### src/rtl/uart_tx_pkg.sv
// Shared definitions for the UART transmit path: FSM states, frame geometry
// and the baud divisor rounding helper (also intended for the receive side).
package uart_tx_pkg;

  typedef enum logic [1:0] {
    ST_IDLE  = 2'd0,
    ST_START = 2'd1,
    ST_DATA  = 2'd2,
    ST_STOP  = 2'd3
  } uart_state_e;

  // start + 8 data + stop
  localparam int   UART_FRAME_BITS = 10;
  localparam int   UART_DATA_BITS  = UART_FRAME_BITS - 2;
  localparam logic UART_IDLE_LEVEL = 1'b1;

  // Nearest-integer clocks per bit; rounding keeps the baud error below half a clock.
  function automatic int clks_per_bit(input int clk_hz, input int baud);
    return (clk_hz + baud / 2) / baud;
  endfunction

endpackage

### src/rtl/uart_tx_sync_fifo.sv
// Single-clock FIFO with extended pointers (one wrap bit above the address)
// and a registered read port: rd_data is valid the cycle after rd_en.
module uart_tx_sync_fifo #(
  parameter int WIDTH      = 8,
  parameter int DEPTH_LOG2 = 2
) (
  input  logic             clk,
  input  logic             reset,
  input  logic             wr_en,
  input  logic [WIDTH-1:0] wr_data,
  input  logic             rd_en,
  output logic [WIDTH-1:0] rd_data,
  output logic             full,
  output logic             empty
);

  localparam int DEPTH = 1 << DEPTH_LOG2;

  logic [WIDTH-1:0]    mem_q [DEPTH];
  logic [DEPTH_LOG2:0] wr_ptr_q, wr_ptr_d;
  logic [DEPTH_LOG2:0] rd_ptr_q, rd_ptr_d;
  logic [WIDTH-1:0]    rd_data_q;
  logic                push, pop;

  assign empty = (wr_ptr_q == rd_ptr_q);
  assign full  = (wr_ptr_q[DEPTH_LOG2] != rd_ptr_q[DEPTH_LOG2]) &&
                 (wr_ptr_q[DEPTH_LOG2-1:0] == rd_ptr_q[DEPTH_LOG2-1:0]);

  // Overflowing writes and underflowing reads are ignored rather than corrupting pointers.
  assign push = wr_en & ~full;
  assign pop  = rd_en & ~empty;

  // Pointer advance; the extra MSB toggles on each wrap.
  always_comb begin
    wr_ptr_d = wr_ptr_q;
    rd_ptr_d = rd_ptr_q;
    if (push) wr_ptr_d = wr_ptr_q + 1'b1;
    if (pop)  rd_ptr_d = rd_ptr_q + 1'b1;
  end

  // Storage array; contents need no reset since empty masks them.
  always_ff @(posedge clk) begin
    if (push) mem_q[wr_ptr_q[DEPTH_LOG2-1:0]] <= wr_data;
  end

  // Pointers and registered read data.
  always_ff @(posedge clk) begin
    if (reset) begin
      wr_ptr_q  <= '0;
      rd_ptr_q  <= '0;
      rd_data_q <= '0;
    end else begin
      wr_ptr_q <= wr_ptr_d;
      rd_ptr_q <= rd_ptr_d;
      if (pop) rd_data_q <= mem_q[rd_ptr_q[DEPTH_LOG2-1:0]];
    end
  end

  assign rd_data = rd_data_q;

endmodule

### src/rtl/uart_tx.sv
// UART transmitter: valid/ready byte input, small FIFO, 8N1 serialiser
// (idle high, LSB first). tx is a flop output so the pin never glitches.
//
// state | meaning
// IDLE  | line at mark; pop the FIFO as soon as it holds a byte
// START | start bit (0) for CLKS_PER_BIT cycles; popped byte lands in shifter
// DATA  | bits 0..7 from the shifter, CLKS_PER_BIT cycles each
// STOP  | stop bit (1); pops straight into the next START if a byte waits
//
// tx and busy are registered from the current state, so the line trails the
// state by one clock. Combined with the one-cycle FIFO read this gives a
// two-edge accept-to-start-bit latency and back-to-back frames with no gap.
module uart_tx
  import uart_tx_pkg::*;
#(
  parameter int CLK_HZ       = 16000000,
  parameter int BAUD         = 115200,
  parameter int CLKS_PER_BIT = clks_per_bit(CLK_HZ, BAUD),
  parameter int DEPTH_LOG2   = 2
) (
  input  logic                      clk,
  input  logic                      reset,
  input  logic [UART_DATA_BITS-1:0] data,
  input  logic                      valid,
  output logic                      ready,
  output logic                      tx,
  output logic                      busy
);

  localparam int               DIV_W    = $clog2(CLKS_PER_BIT);
  localparam logic [DIV_W-1:0] DIV_LAST = DIV_W'(CLKS_PER_BIT - 1);
  localparam logic [2:0]       BIT_LAST = 3'(UART_DATA_BITS - 1);

  uart_state_e               state_q, state_d;
  logic [DIV_W-1:0]          div_q, div_d;
  logic [2:0]                bit_idx_q, bit_idx_d;
  logic [UART_DATA_BITS-1:0] shift_q, shift_d;
  logic                      tx_q, tx_d;
  logic                      busy_q, busy_d;
  logic                      rdy_en_q;
  logic                      div_tc;

  logic                      fifo_wr_en;
  logic                      fifo_rd_en;
  logic                      fifo_full;
  logic                      fifo_empty;
  logic [UART_DATA_BITS-1:0] fifo_rd_data;

  // ready depends only on flops: a reset-release gate and the FIFO pointers.
  assign ready      = rdy_en_q & ~fifo_full;
  assign fifo_wr_en = valid & ready;
  assign div_tc     = (div_q == DIV_LAST);

  uart_tx_sync_fifo #(
    .WIDTH      (UART_DATA_BITS),
    .DEPTH_LOG2 (DEPTH_LOG2)
  ) u_fifo (
    .clk     (clk),
    .reset   (reset),
    .wr_en   (fifo_wr_en),
    .wr_data (data),
    .rd_en   (fifo_rd_en),
    .rd_data (fifo_rd_data),
    .full    (fifo_full),
    .empty   (fifo_empty)
  );

  // Next-state, divider, bit index, shifter and FIFO pop decisions.
  always_comb begin
    state_d    = state_q;
    div_d      = div_q;
    bit_idx_d  = bit_idx_q;
    shift_d    = shift_q;
    fifo_rd_en = 1'b0;

    case (state_q)
      ST_IDLE: begin
        div_d     = '0;
        bit_idx_d = '0;
        if (!fifo_empty) begin
          fifo_rd_en = 1'b1;
          state_d    = ST_START;
        end
      end

      ST_START: begin
        if (div_tc) begin
          div_d     = '0;
          bit_idx_d = '0;
          // FIFO read data has been stable since the cycle after the pop.
          shift_d   = fifo_rd_data;
          state_d   = ST_DATA;
        end else begin
          div_d = div_q + 1'b1;
        end
      end

      ST_DATA: begin
        if (div_tc) begin
          div_d   = '0;
          shift_d = {1'b0, shift_q[UART_DATA_BITS-1:1]};
          if (bit_idx_q == BIT_LAST) begin
            state_d = ST_STOP;
          end else begin
            bit_idx_d = bit_idx_q + 1'b1;
          end
        end else begin
          div_d = div_q + 1'b1;
        end
      end

      ST_STOP: begin
        if (div_tc) begin
          div_d = '0;
          if (!fifo_empty) begin
            fifo_rd_en = 1'b1;
            state_d    = ST_START;
          end else begin
            state_d = ST_IDLE;
          end
        end else begin
          div_d = div_q + 1'b1;
        end
      end

      default: begin
        state_d = ST_IDLE;
        div_d   = '0;
      end
    endcase
  end

  // Line level and busy flag for the next clock, derived from the present state.
  always_comb begin
    case (state_q)
      ST_START: tx_d = 1'b0;
      ST_DATA:  tx_d = shift_q[0];
      default:  tx_d = UART_IDLE_LEVEL;
    endcase
    busy_d = (state_q != ST_IDLE) | ~fifo_empty;
  end

  // State register; reset abandons any frame and forces the line to mark.
  always_ff @(posedge clk) begin
    if (reset) begin
      state_q   <= ST_IDLE;
      div_q     <= '0;
      bit_idx_q <= '0;
      shift_q   <= '0;
      tx_q      <= UART_IDLE_LEVEL;
      busy_q    <= 1'b0;
      rdy_en_q  <= 1'b0;
    end else begin
      state_q   <= state_d;
      div_q     <= div_d;
      bit_idx_q <= bit_idx_d;
      shift_q   <= shift_d;
      tx_q      <= tx_d;
      busy_q    <= busy_d;
      rdy_en_q  <= 1'b1;
    end
  end

  assign tx   = tx_q;
  assign busy = busy_q;

endmodule
### config.mk
export PLATFORM = sky130hd
export DESIGN_NAME = uart_tx
export DESIGN_NICKNAME = d
export VERILOG_FILES = /design/src/rtl/uart_tx_pkg.sv /design/src/rtl/uart_tx_sync_fifo.sv /design/src/rtl/uart_tx.sv
export SDC_FILE = /design/constraint.sdc
export NUM_CORES = 1
export LEC_CHECK = 0
export CELL_PAD_IN_SITES_DETAIL_PLACEMENT = 1
export CELL_PAD_IN_SITES_GLOBAL_PLACEMENT = 2
export CORE_MARGIN = 5
export CORE_UTILIZATION = 40
export DETAILED_ROUTE_END_ITERATION = 16
export PLACE_DENSITY = 0.79
export SLEW_MARGIN = 25
export SYNTH_ARGS = -nofsm -noshare
export SYNTH_HDL_FRONTEND = slang
export SYNTH_SLANG_ARGS = --single-unit
### constraint.sdc
create_clock -name clk -period 3.6 [get_ports clk]
set_input_delay 0.9 -clock clk [delete_from_list [all_inputs] [get_ports clk]]
set_output_delay 0.9 -clock clk [all_outputs]
set_load 0.03 [all_outputs]
==> results.txt, run 1 <==
----------------------------------------------------
[Run status]
  Outcome ... finished clean

[Logic synthesis]
  Number of flops mapped to enable cells by yosys ... 32
  Cell accounting for the most synthesized area ... sky130_fd_sc_hd__edfxtp_1
  Yosys warnings ... 0
  Synth Net Count ... 278
  Synth Flop Type ... sky130_fd_sc_hd__dfxtp_1
  Synth top area cells ... sky130_fd_sc_hd__edfxtp_1 (31%), sky130_fd_sc_hd__dfxtp_1 (24%), sky130_fd_sc_hd__ha_1 (6.0%)
  Mean instance size in the synthesized netlist ... 12.5 sq um
  Fraction of synthesized cell area taken by the top area cell type ... 30.6%
  Sequential cell area fraction in the yosys report ... 54.9%
  Library cells used by synthesis ... 46
  Count of state elements after synthesis ... 70
  Number of standard cells after synthesis ... 252
  Cell area after synthesis ... 3140 sq um
  Async set-reset flop share out of synthesis ... 0%

[Final layout]
  Count of fill cells added during filler insertion ... 854
  Commonest non-fill, non-tap cell in the layout ... sky130_fd_sc_hd__dfxtp_1
  Leading cell types in the layout, fill and taps excluded ... sky130_fd_sc_hd__dfxtp_1 (38), sky130_fd_sc_hd__edfxtp_1 (32), sky130_fd_sc_hd__nor2_1 (21)
  Area of all placed cells without fillers ... 3540 sq um
  Combined area of the multi-input logic cells ... 1320 sq um
  Final net count ... 293
  P&R area growth vs syn ... 12.8%
  Fraction of final layout cells sized beyond drive strength 1 ... 16.2%
  Antenna Diode Count ... 0
  Storage element area ... 1720 sq um

[Timing]
  Total of endpoints with negative setup slack in the final report ... 0
  Slew at the pin closest to its max-slew limit ... 772 ps
  Post-route minimum period ... 2950 ps
  Worst Skew ... 8.80 ps
  Setup TNS ... 0 ps
  Remaining max-slew budget at the tightest pin ... 48.3%
  Final Max Tran Viols ... 0
  Setup repair after global routing missed its margin ... no
  Number of failing hold endpoints at the final stage ... 0
  Maximum achievable frequency ... 0.338 GHz
  Final worst path period share ... 82.1%

[Route]
  Number of DRC violations after detailed routing ... 0
  Via count of the routed design ... 1953
  Routed len/inst ... 15.9 um
  TritonRoute pass-1 iters ... 4
  Initial DRC count ... 55
  Number of nets still failing antenna checks after routing ... 0
  Via count normalized by instance count ... 5.22
  Routed WL ... 5940 um

[Place]
  Number of port buffers ... 13
  Placed instance area ... 3350 sq um
  Weighted congestion at the end of routability-driven global placement ... 0.770
  HPWL after detailed placement ... 4230 um

[Floorplan]
  I/O pins ... 14
  Die Footprint ... 9720 sq um
  Die Y-Extent ... 98.6 um
  Initial cell density of the core ... 40.8%
  Floorplan row count ... 32
  Core region area ... 7690 sq um
  Die width ... 98.6 um

[Clock tree]
  TritonCTS clock tree ... yes
  Buffer count from post-CTS setup fixing ... 0
  Quantity of gates resized following cts ... 0
  H-tree depth ... 3
  TritonCTS Buffers ... 9
  CTS Root Buffer Type ... sky130_fd_sc_hd__clkbuf_8
  Buffer depth of the longest clock path ... 2
  Clock Latency Late Sink ... 350 ps
  Hold_buf cts ... 0
  Number of sinks handled by clock tree synthesis ... 70
  CTS clk-pin slew, worst paths ... 80 ps

[Global routing]
  Number of antenna violations at the first check in global routing ... 0
  Maximum number of pins on one net before global-route repair ... 22
  Congestion Overflow GR ... 0
  Aggregate global-route resource usage ... 13.2%
  Vias in the first global route ... 2040
  Wire length of the first global-routing pass ... 10300 um

[Pwr]
  Power Density ... 605 nW/um^2
  Maximum ir drop on the vdd rail ... 0.000305 V
  Cell leakage power ... 1.20 nW

[Critical path]
  Endpoint class of the critical path ... primary output
  Critical-path cell list ... buf_4 -> xor2_1 -> o31a_1 -> clkdlybuf4s50_1
  Kind of launch point of the worst setup path ... flip-flop
  Maximum fanout encountered on the critical timing path ... 12
  Worst Path Class, Setup ... flip-flop to primary output
  Cell with the largest stage delay on the worst path ... sky130_fd_sc_hd__clkdlybuf4s50_1
  Critical Path AT ... 2050 ps
  Setup slack on the worst flop-to-flop path ... 1360 ps
  CP Data Required Time ... 2700 ps
  Longest individual stage delay on the worst path ... 700 ps

[Hold path]
  Kind of path behind the tightest hold check ... flip-flop to flip-flop

[Run]
  Count of maximum capacitance violations ... 0

----------------------------------------------------
==> final timing paths <==
path / start / to / cells past startpoint
max: u_fifo.rd_ptr_q[1] / ready / 4
min: u_fifo.rd_data[7] / u_fifo.rd_data[7] / 2
max reg2reg: state_q[0] / shift_q[0] / 6
min reg2reg: u_fifo.rd_data[7] / u_fifo.rd_data[7] / 2
==> cells in the mapped netlist, types with 5 or more instances <==
cell type and number:
sky130_fd_sc_hd__dfxtp_1 38, sky130_fd_sc_hd__edfxtp_1 32, sky130_fd_sc_hd__nor2_1 21, sky130_fd_sc_hd__ha_1 15, sky130_fd_sc_hd__nand3_1 15, sky130_fd_sc_hd__a21oi_1 14, sky130_fd_sc_hd__o21ai_0 11, sky130_fd_sc_hd__mux2i_1 9
sky130_fd_sc_hd__inv_1 8, sky130_fd_sc_hd__mux4_2 8, sky130_fd_sc_hd__xor2_1 7, sky130_fd_sc_hd__a211oi_1 6, sky130_fd_sc_hd__and3_1 5, sky130_fd_sc_hd__clkbuf_1 5
==> power breakdown <==
part	switching, mW	internal, mW
clock network	0.337	0.264
registers	0.0448	0.898
logic	0.357	0.240
==> through the flow <==
stage | cells | hold WS, ps | total power, mW | utilization, % | worst slack (ps)
2_1_floorplan | 252 | 445 | 1.41 | - | 1660
4_1_cts | 374 | 488 | 2.17 | 46.0 | 612
6_report | 374 | 489 | 2.14 | 46.0 | 646
3_3_place_gp | 358 | 469 | 1.54 | 43.6 | 1040
3_5_place_dp | 358 | 472 | 1.56 | 43.6 | 1020
5_1_grt | 374 | 511 | 2.28 | 46.0 | 490
==> worst max-delay path, delay by kind of cell (launching register included) <==
family / cells / cell delay, ps
buffers and inverters: 2 / 910
DFF: 1 / 310
AOI/OAI and AO/OA: 1 / 250
xor gates and xnor gates: 1 / 230
==> per-layer routing <==
| metal | vias up | share of wire (%) | GRT usage [%] |
|---|---|---|---|
| met2 | 21 | 44 | 19.9 |
| met4 | 0 | 1.8 | 5.99 |
| li1 | 973 | - | - |
| met1 | 950 | 52 | 18.0 |
| met5 | - | 0 | 0 |
| met3 | 9 | 2.4 | 3.18 |
==> cells by family after synthesis <==
family	after synthesis	share of synthesized area (%)
flops	70	54.9
buf+inv	20	3.03
mux	19	9.57
simple gates	66	11.9
compound gates	50	10.8
fa+ha+maj	15	5.98
xor+xnor	12	3.83
==> final cells by class <==
cell class	count	area share (%)
Sequential cell	70	48.7
Multi-Input combinational cell	162	37.3
Clock inverter	7	1.73
Clock buffer	9	3.50
Inverter	8	0.849
Timing Repair Buffer	16	4.31
Tap cell	102	3.61
==> state kept, by name, indices dropped and copies added, names as in the netlist <==
| name | count |
|---|---|
| u_fifo.mem_q | 32 |
| div_q | 8 |
| shift_q | 8 |
| u_fifo.rd_data | 8 |
| bit_idx_q | 3 |
| u_fifo.rd_ptr_q | 3 |
| u_fifo.wr_ptr_q | 3 |
| state_q | 2 |
| busy | 1 |
| rdy_en_q | 1 |
| tx | 1 |
Power figures use the tool's default switching activity.
==> run 2, diff against run 1 <==
==> constraint.sdc (replaced) <==
create_clock -name clk -period 3.07 [get_ports clk]
set_input_delay 0.7675 -clock clk [delete_from_list [all_inputs] [get_ports clk]]
set_output_delay 0.7675 -clock clk [all_outputs]
set_load 0.03 [all_outputs]
==> run 2 against run 1 <==
- setup slack lost 370 ps
- count of clock-buffer cells in the layout unchanged
- non-clock buffer count grew 1
- total power rose by 17%
- clock power rose by 17%
- core utilization up 0.15 points
- cell count grew 0.27%
- largest cell class unchanged
==> results.txt, run 2 (synthesized netlist as in run 1, its figures left out) <==
----------------------------------------------------
[Hold path]
  Source of the worst hold timing path ... u_fifo.rd_data[4]
  Kind of path behind the tightest hold check ... flip-flop to flip-flop
  Worst Hold Path Cells ... 2
  Worst Hold Path EP ... u_fifo.rd_data[4]

[Clock tree]
  TritonCTS Buffers ... 9
  CTS Root Buffer Type ... sky130_fd_sc_hd__clkbuf_8
  Buffer count from post-CTS setup fixing ... 0
  TritonCTS clock tree ... yes
  Quantity of gates resized following cts ... 0
  Hold_buf cts ... 0
  CTS clk-pin slew, worst paths ... 90 ps
  Number of sinks handled by clock tree synthesis ... 70
  H-tree depth ... 3
  Clock Latency Late Sink ... 340 ps
  Buffer depth of the longest clock path ... 2

[Timing]
  Remaining max-slew budget at the tightest pin ... 48.7%
  Number of failing hold endpoints at the final stage ... 0
  Post-route minimum period ... 2800 ps
  Slew at the pin closest to its max-slew limit ... 766 ps
  Setup repair after global routing missed its margin ... no
  Smallest setup slack after layout ... 274 ps
  Total of endpoints with negative setup slack in the final report ... 0
  Setup TNS ... 0 ps
  Worst Skew ... 7.71 ps
  Maximum achievable frequency ... 0.358 GHz
  Final worst path period share ... 91.1%
  Final Max Tran Viols ... 0

[Pwr]
  Internal Dissipation ... 1.65 mW
  Clock power share ... 28.3%
  Psw ... 0.852 mW
  Portion of total power attributed to sequential cells ... 44.2%
  Cell leakage power ... 1.21 nW
  Switching share of power ... 34.1%
  Maximum ir drop on the vdd rail ... 0.000300 V
  Power Density ... 704 nW/um^2
  Relative contribution of combinational cells to total power ... 27.5%

[Run]
  Count of maximum capacitance violations ... 0

[Final layout]
  Final net count ... 294
  Leading cell types in the layout, fill and taps excluded ... sky130_fd_sc_hd__dfxtp_1 (38), sky130_fd_sc_hd__edfxtp_1 (32), sky130_fd_sc_hd__nor2_1 (21)
  P&R area growth vs syn ... 13.1%
  Antenna Diode Count ... 0
  Fraction of final layout cells sized beyond drive strength 1 ... 16.5%
  Commonest non-fill, non-tap cell in the layout ... sky130_fd_sc_hd__dfxtp_1
  Largest register FFs ... 32
  Count of fill cells added during filler insertion ... 845

[Global routing]
  Aggregate global-route resource usage ... 12.9%
  Number of antenna violations at the first check in global routing ... 0
  Congestion Overflow GR ... 0
  Vias in the first global route ... 2099
  Maximum number of pins on one net before global-route repair ... 20
  Wire length of the first global-routing pass ... 10100 um

[Route]
  Initial DRC count ... 49
  Number of nets still failing antenna checks after routing ... 0
  Routed WL ... 5850 um
  TritonRoute pass-1 iters ... 4
  Via count normalized by instance count ... 5.23
  Via count of the routed design ... 1962
  Number of DRC violations after detailed routing ... 0
  Routed len/inst ... 15.6 um

[Run status]
  Outcome ... finished clean

[Floorplan]
  I/O pins ... 14
  Core region area ... 7690 sq um
  Die Footprint ... 9720 sq um
  Floorplan row count ... 32
  Initial cell density of the core ... 40.8%
  Die width ... 98.6 um
  Die Y-Extent ... 98.6 um

[Place]
  Number of port buffers ... 13
  Weighted congestion at the end of routability-driven global placement ... 0.735
  HPWL after detailed placement ... 4120 um
  Pre-CTS WS ... 634 ps

[Critical path]
  Reg-to-reg startpoint ... state_q[0]
  CP Data Required Time ... 2300 ps
  Cell with the largest stage delay on the worst path ... sky130_fd_sc_hd__clkdlybuf4s50_1
  Family with the most delay on the worst path ... buffers and inverters
  CP Buf/Inv Count ... 1
  R2r worst-path depth ... 6
  Kind of launch point of the worst setup path ... flip-flop
  Critical-path cell list ... xor2_1 -> o31a_1 -> clkdlybuf4s50_1
  Maximum fanout encountered on the critical timing path ... 6
  Critical Path AT ... 2030 ps
  Setup slack on the worst flop-to-flop path ... 790 ps
  Longest individual stage delay on the worst path ... 700 ps
  Reg-to-Reg End ... shift_q[3]
  Worst Path Class, Setup ... flip-flop to primary output
  Endpoint class of the critical path ... primary output

----------------------------------------------------
run 2: changes by cell type in the layout (fill, tap and decap cells not counted), sizes merged:
cell | previous run | this run
clkinvlp | 2 | 1
buf | 3 | 4
inv | 13 | 12
clkinv | 0 | 2
run 2: power by group through the flow:
stage          Clock (mW)  Sequential (mW)  Combinational (mW)
2_1_floorplan           0             1.14               0.520
3_3_place_gp            0             1.13               0.685
3_5_place_dp            0             1.13               0.694
4_1_cts             0.742             1.11               0.696
5_1_grt             0.781             1.12               0.774
6_report            0.706             1.11               0.688
run 2: worst reg2reg max path, stage by stage (launching register included):
cell	delay, ps
sky130_fd_sc_hd__dfxtp_1	370
sky130_fd_sc_hd__inv_1	140
sky130_fd_sc_hd__ha_1	660
sky130_fd_sc_hd__nor2_1	190
sky130_fd_sc_hd__nor3_4	490
sky130_fd_sc_hd__nor2_1	100
sky130_fd_sc_hd__a211oi_1	250
run 2: layout make-up:
cell class                 instances  area (sq um)  area share (%)
clock buffer                       9           124            3.49
clock inverter                     7          65.1            1.83
inverter                           8          30.0           0.846
multi-input combinational        162          1320            37.2
sequential                        70          1720            48.5
tap                              102           128            3.60
timing repair buffer              17           160            4.51
run 2: per-layer routing:
layer | GRT usage (%) | part of all wire (%)
met1 | 17.6 | 50
met2 | 20.5 | 46
met3 | 3.26 | 3.4
met4 | 3.78 | 0.67
met5 | 0 | 0
run 2: how the worst max path moves through the flow:
stage | end | startpoint | cells after the start | slack (ps)
3_3_place_gp | ready | u_fifo.wr_ptr_q[2] | 3 | 700
6_report | ready | u_fifo.wr_ptr_q[1] | 3 | 270
5_1_grt | ready | u_fifo.wr_ptr_q[1] | 3 | 100
3_5_place_dp | ready | u_fifo.wr_ptr_q[1] | 3 | 630
2_1_floorplan | ready | u_fifo.wr_ptr_q[1] | 2 | 1260
4_1_cts | ready | u_fifo.wr_ptr_q[1] | 3 | 240
run 2: metrics by stage:
stage          power, mW  cells  utilization (%)  area [sq um]  hold slack, ps
2_1_floorplan       1.66    252                -          3140             445
3_3_place_gp        1.81    359             43.7          3360             467
3_5_place_dp        1.82    359             43.7          3360             477
4_1_cts             2.55    375             46.2          3550             487
5_1_grt             2.67    375             46.2          3550             528
6_report            2.50    375             46.2          3550             481
==> run 3, diff against run 2 <==
--- a/config.mk
+++ b/config.mk
@@ -8,9 +8,9 @@
 export CELL_PAD_IN_SITES_DETAIL_PLACEMENT = 1
 export CELL_PAD_IN_SITES_GLOBAL_PLACEMENT = 2
 export CORE_MARGIN = 5
-export CORE_UTILIZATION = 40
+export CORE_UTILIZATION = 38
 export DETAILED_ROUTE_END_ITERATION = 16
-export PLACE_DENSITY = 0.79
+export PLACE_DENSITY = 0.78
 export SLEW_MARGIN = 25
 export SYNTH_ARGS = -nofsm -noshare
 export SYNTH_HDL_FRONTEND = slang
==> constraint.sdc (replaced) <==
create_clock -name clk -period 2.3 [get_ports clk]
set_input_delay 0.575 -clock clk [delete_from_list [all_inputs] [get_ports clk]]
set_output_delay 0.575 -clock clk [all_outputs]
set_load 0.03 [all_outputs]
==> run 3 against run 2 <==
- die area up 4.7%
- hold slack better by 3.2 ps
- sequential power up 33%
- global-route usage up 0.45 points
- critical path type unchanged
- critical endpoint unchanged
==> results.txt, run 3 (synthesized netlist as in run 1, its figures left out) <==
----------------------------------------------------
[Run status]
  Outcome ... finished clean

[Floorplan]
  I/O pins ... 14
  Die Y-Extent ... 101 um
  Die Footprint ... 10200 sq um
  Floorplan row count ... 33
  Core region area ... 8130 sq um
  Initial cell density of the core ... 38.6%
  Die width ... 101 um

[Critical path]
  R2r worst-path depth ... 6
  Maximum fanout encountered on the critical timing path ... 6
  Worst Path Class, Setup ... flip-flop to primary output
  Critical Path AT ... 1570 ps
  CP Data Required Time ... 1730 ps
  Setup slack on the worst flop-to-flop path ... 410 ps
  Reg-to-Reg End ... state_q[0]
  Kind of launch point of the worst setup path ... flip-flop
  Reg-to-reg startpoint ... state_q[0]
  Endpoint class of the critical path ... primary output

[Global routing]
  Vias in the first global route ... 2133
  Maximum number of pins on one net before global-route repair ... 19
  Congestion Overflow GR ... 0
  Number of antenna violations at the first check in global routing ... 0
  Wire length of the first global-routing pass ... 10500 um
  Aggregate global-route resource usage ... 13.4%

[Hold path]
  Worst Hold Path EP ... shift_q[7]
  Worst Hold Path Cells ... 2
  Source of the worst hold timing path ... u_fifo.rd_data[7]
  Kind of path behind the tightest hold check ... flip-flop to flip-flop

[Timing]
  Worst Skew ... 12.6 ps
  Setup repair after global routing missed its margin ... no
  Total of endpoints with negative setup slack in the final report ... 0
  Post-route minimum period ... 2140 ps
  Final worst path period share ... 93.1%
  Slew at the pin closest to its max-slew limit ... 572 ps
  Number of failing hold endpoints at the final stage ... 0
  Remaining max-slew budget at the tightest pin ... 61.7%
  Maximum achievable frequency ... 0.467 GHz
  Final Max Tran Viols ... 0
  Setup TNS ... 0 ps

[Route]
  Routed len/inst ... 15.8 um
  Routed WL ... 6010 um
  Initial DRC count ... 33
  Via count of the routed design ... 1970
  TritonRoute pass-1 iters ... 4
  Number of nets still failing antenna checks after routing ... 0
  Number of DRC violations after detailed routing ... 0
  Via count normalized by instance count ... 5.17

[Final layout]
  P&R area growth vs syn ... 14.1%
  Largest register FFs ... 32
  Commonest non-fill, non-tap cell in the layout ... sky130_fd_sc_hd__dfxtp_1
  Final net count ... 297
  Antenna Diode Count ... 0
  Leading cell types in the layout, fill and taps excluded ... sky130_fd_sc_hd__dfxtp_1 (38), sky130_fd_sc_hd__edfxtp_1 (32), sky130_fd_sc_hd__nor2_1 (21)
  Fraction of final layout cells sized beyond drive strength 1 ... 17.8%
  Count of fill cells added during filler insertion ... 860

[Pwr]
  Clock power share ... 28.9%
  Total power ... 3.43 mW
  Portion of total power attributed to sequential cells ... 43.3%
  Internal Dissipation ... 2.24 mW
  Power Density ... 958 nW/um^2
  Psw ... 1.18 mW
  Switching share of power ... 34.5%
  Cell leakage power ... 1.24 nW
  Maximum ir drop on the vdd rail ... 0.000480 V
  Relative contribution of combinational cells to total power ... 27.9%

[Clock tree]
  CTS Root Buffer Type ... sky130_fd_sc_hd__clkbuf_8
  Buffer depth of the longest clock path ... 2
  TritonCTS clock tree ... yes
  TritonCTS Buffers ... 9
  Buffer count from post-CTS setup fixing ... 0
  Hold_buf cts ... 0
  Number of sinks handled by clock tree synthesis ... 70
  Quantity of gates resized following cts ... 0
  Clock Latency Late Sink ... 360 ps
  H-tree depth ... 3
  CTS clk-pin slew, worst paths ... 90 ps

[Run]
  Count of maximum capacitance violations ... 0

[Place]
  HPWL after detailed placement ... 4350 um
  Weighted congestion at the end of routability-driven global placement ... 0.751
  Number of port buffers ... 13

----------------------------------------------------
## run 3: critical path: stages, from the launching register on
cell and delay (ps):
sky130_fd_sc_hd__dfxtp_1 490, sky130_fd_sc_hd__xor2_1 280, sky130_fd_sc_hd__o31a_1 260, sky130_fd_sc_hd__buf_4 190
## run 3: power groups by stage
stage / clock network (mW) / registers (mW) / logic (mW)
after floorplan: 0 / 1.52 / 0.694
after global placement: 0 / 1.51 / 0.945
after detailed placement: 0 / 1.51 / 0.961
after CTS: 1.02 / 1.48 / 0.967
after global routing: 1.07 / 1.50 / 1.07
final: 0.990 / 1.48 / 0.955
## run 3: routing by layer
metal | routed length (um) | part of all wire, % | up-vias | GRT usage, %
li1 | - | - | 985 | -
met1 | 3050 | 51 | 949 | 18.3
met2 | 2650 | 44 | 23 | 19.9
met3 | 163 | 2.7 | 13 | 2.56
met4 | 153 | 2.5 | 0 | 7.25
met5 | 0 | 0 | - | 0
## run 3: through the flow
| stage | hold slack, ps | instance area [sq um] | util [%] | cells | worst slack, ps |
|---|---|---|---|---|---|
| 2_1_floorplan | 445 | 3140 | - | 252 | 521 |
| 3_3_place_gp | 467 | 3380 | 41.6 | 365 | 390 |
| 3_5_place_dp | 477 | 3380 | 41.6 | 365 | 329 |
| 4_1_cts | 489 | 3580 | 44.0 | 381 | 147 |
| 5_1_grt | 497 | 3580 | 44.0 | 381 | 66.3 |
| 6_report | 484 | 3580 | 44.0 | 381 | 158 |
## run 3: how the worst max path moves through the flow
stage,start,end,slack [ps]
after floorplan,u_fifo.wr_ptr_q[1],u_fifo.wr_ptr_q[2],520
after global placement,valid,u_fifo.mem_q[1][2],390
after detailed placement,valid,u_fifo.mem_q[1][2],330
after CTS,u_fifo.wr_ptr_q[1],ready,150
after global routing,u_fifo.wr_ptr_q[1],ready,70
final,u_fifo.wr_ptr_q[1],ready,160
## run 3: final cells by class
| class | instances | area (sq um) | area share (%) |
|---|---|---|---|
| sequential | 70 | 1720 | 48.1 |
| multi-input combinational | 162 | 1320 | 36.9 |
| timing repair buffer | 20 | 180 | 5.03 |
| tap | 105 | 131 | 3.67 |
| clock buffer | 9 | 124 | 3.46 |
| clock inverter | 7 | 71.3 | 1.99 |
| inverter | 8 | 30.0 | 0.839 |
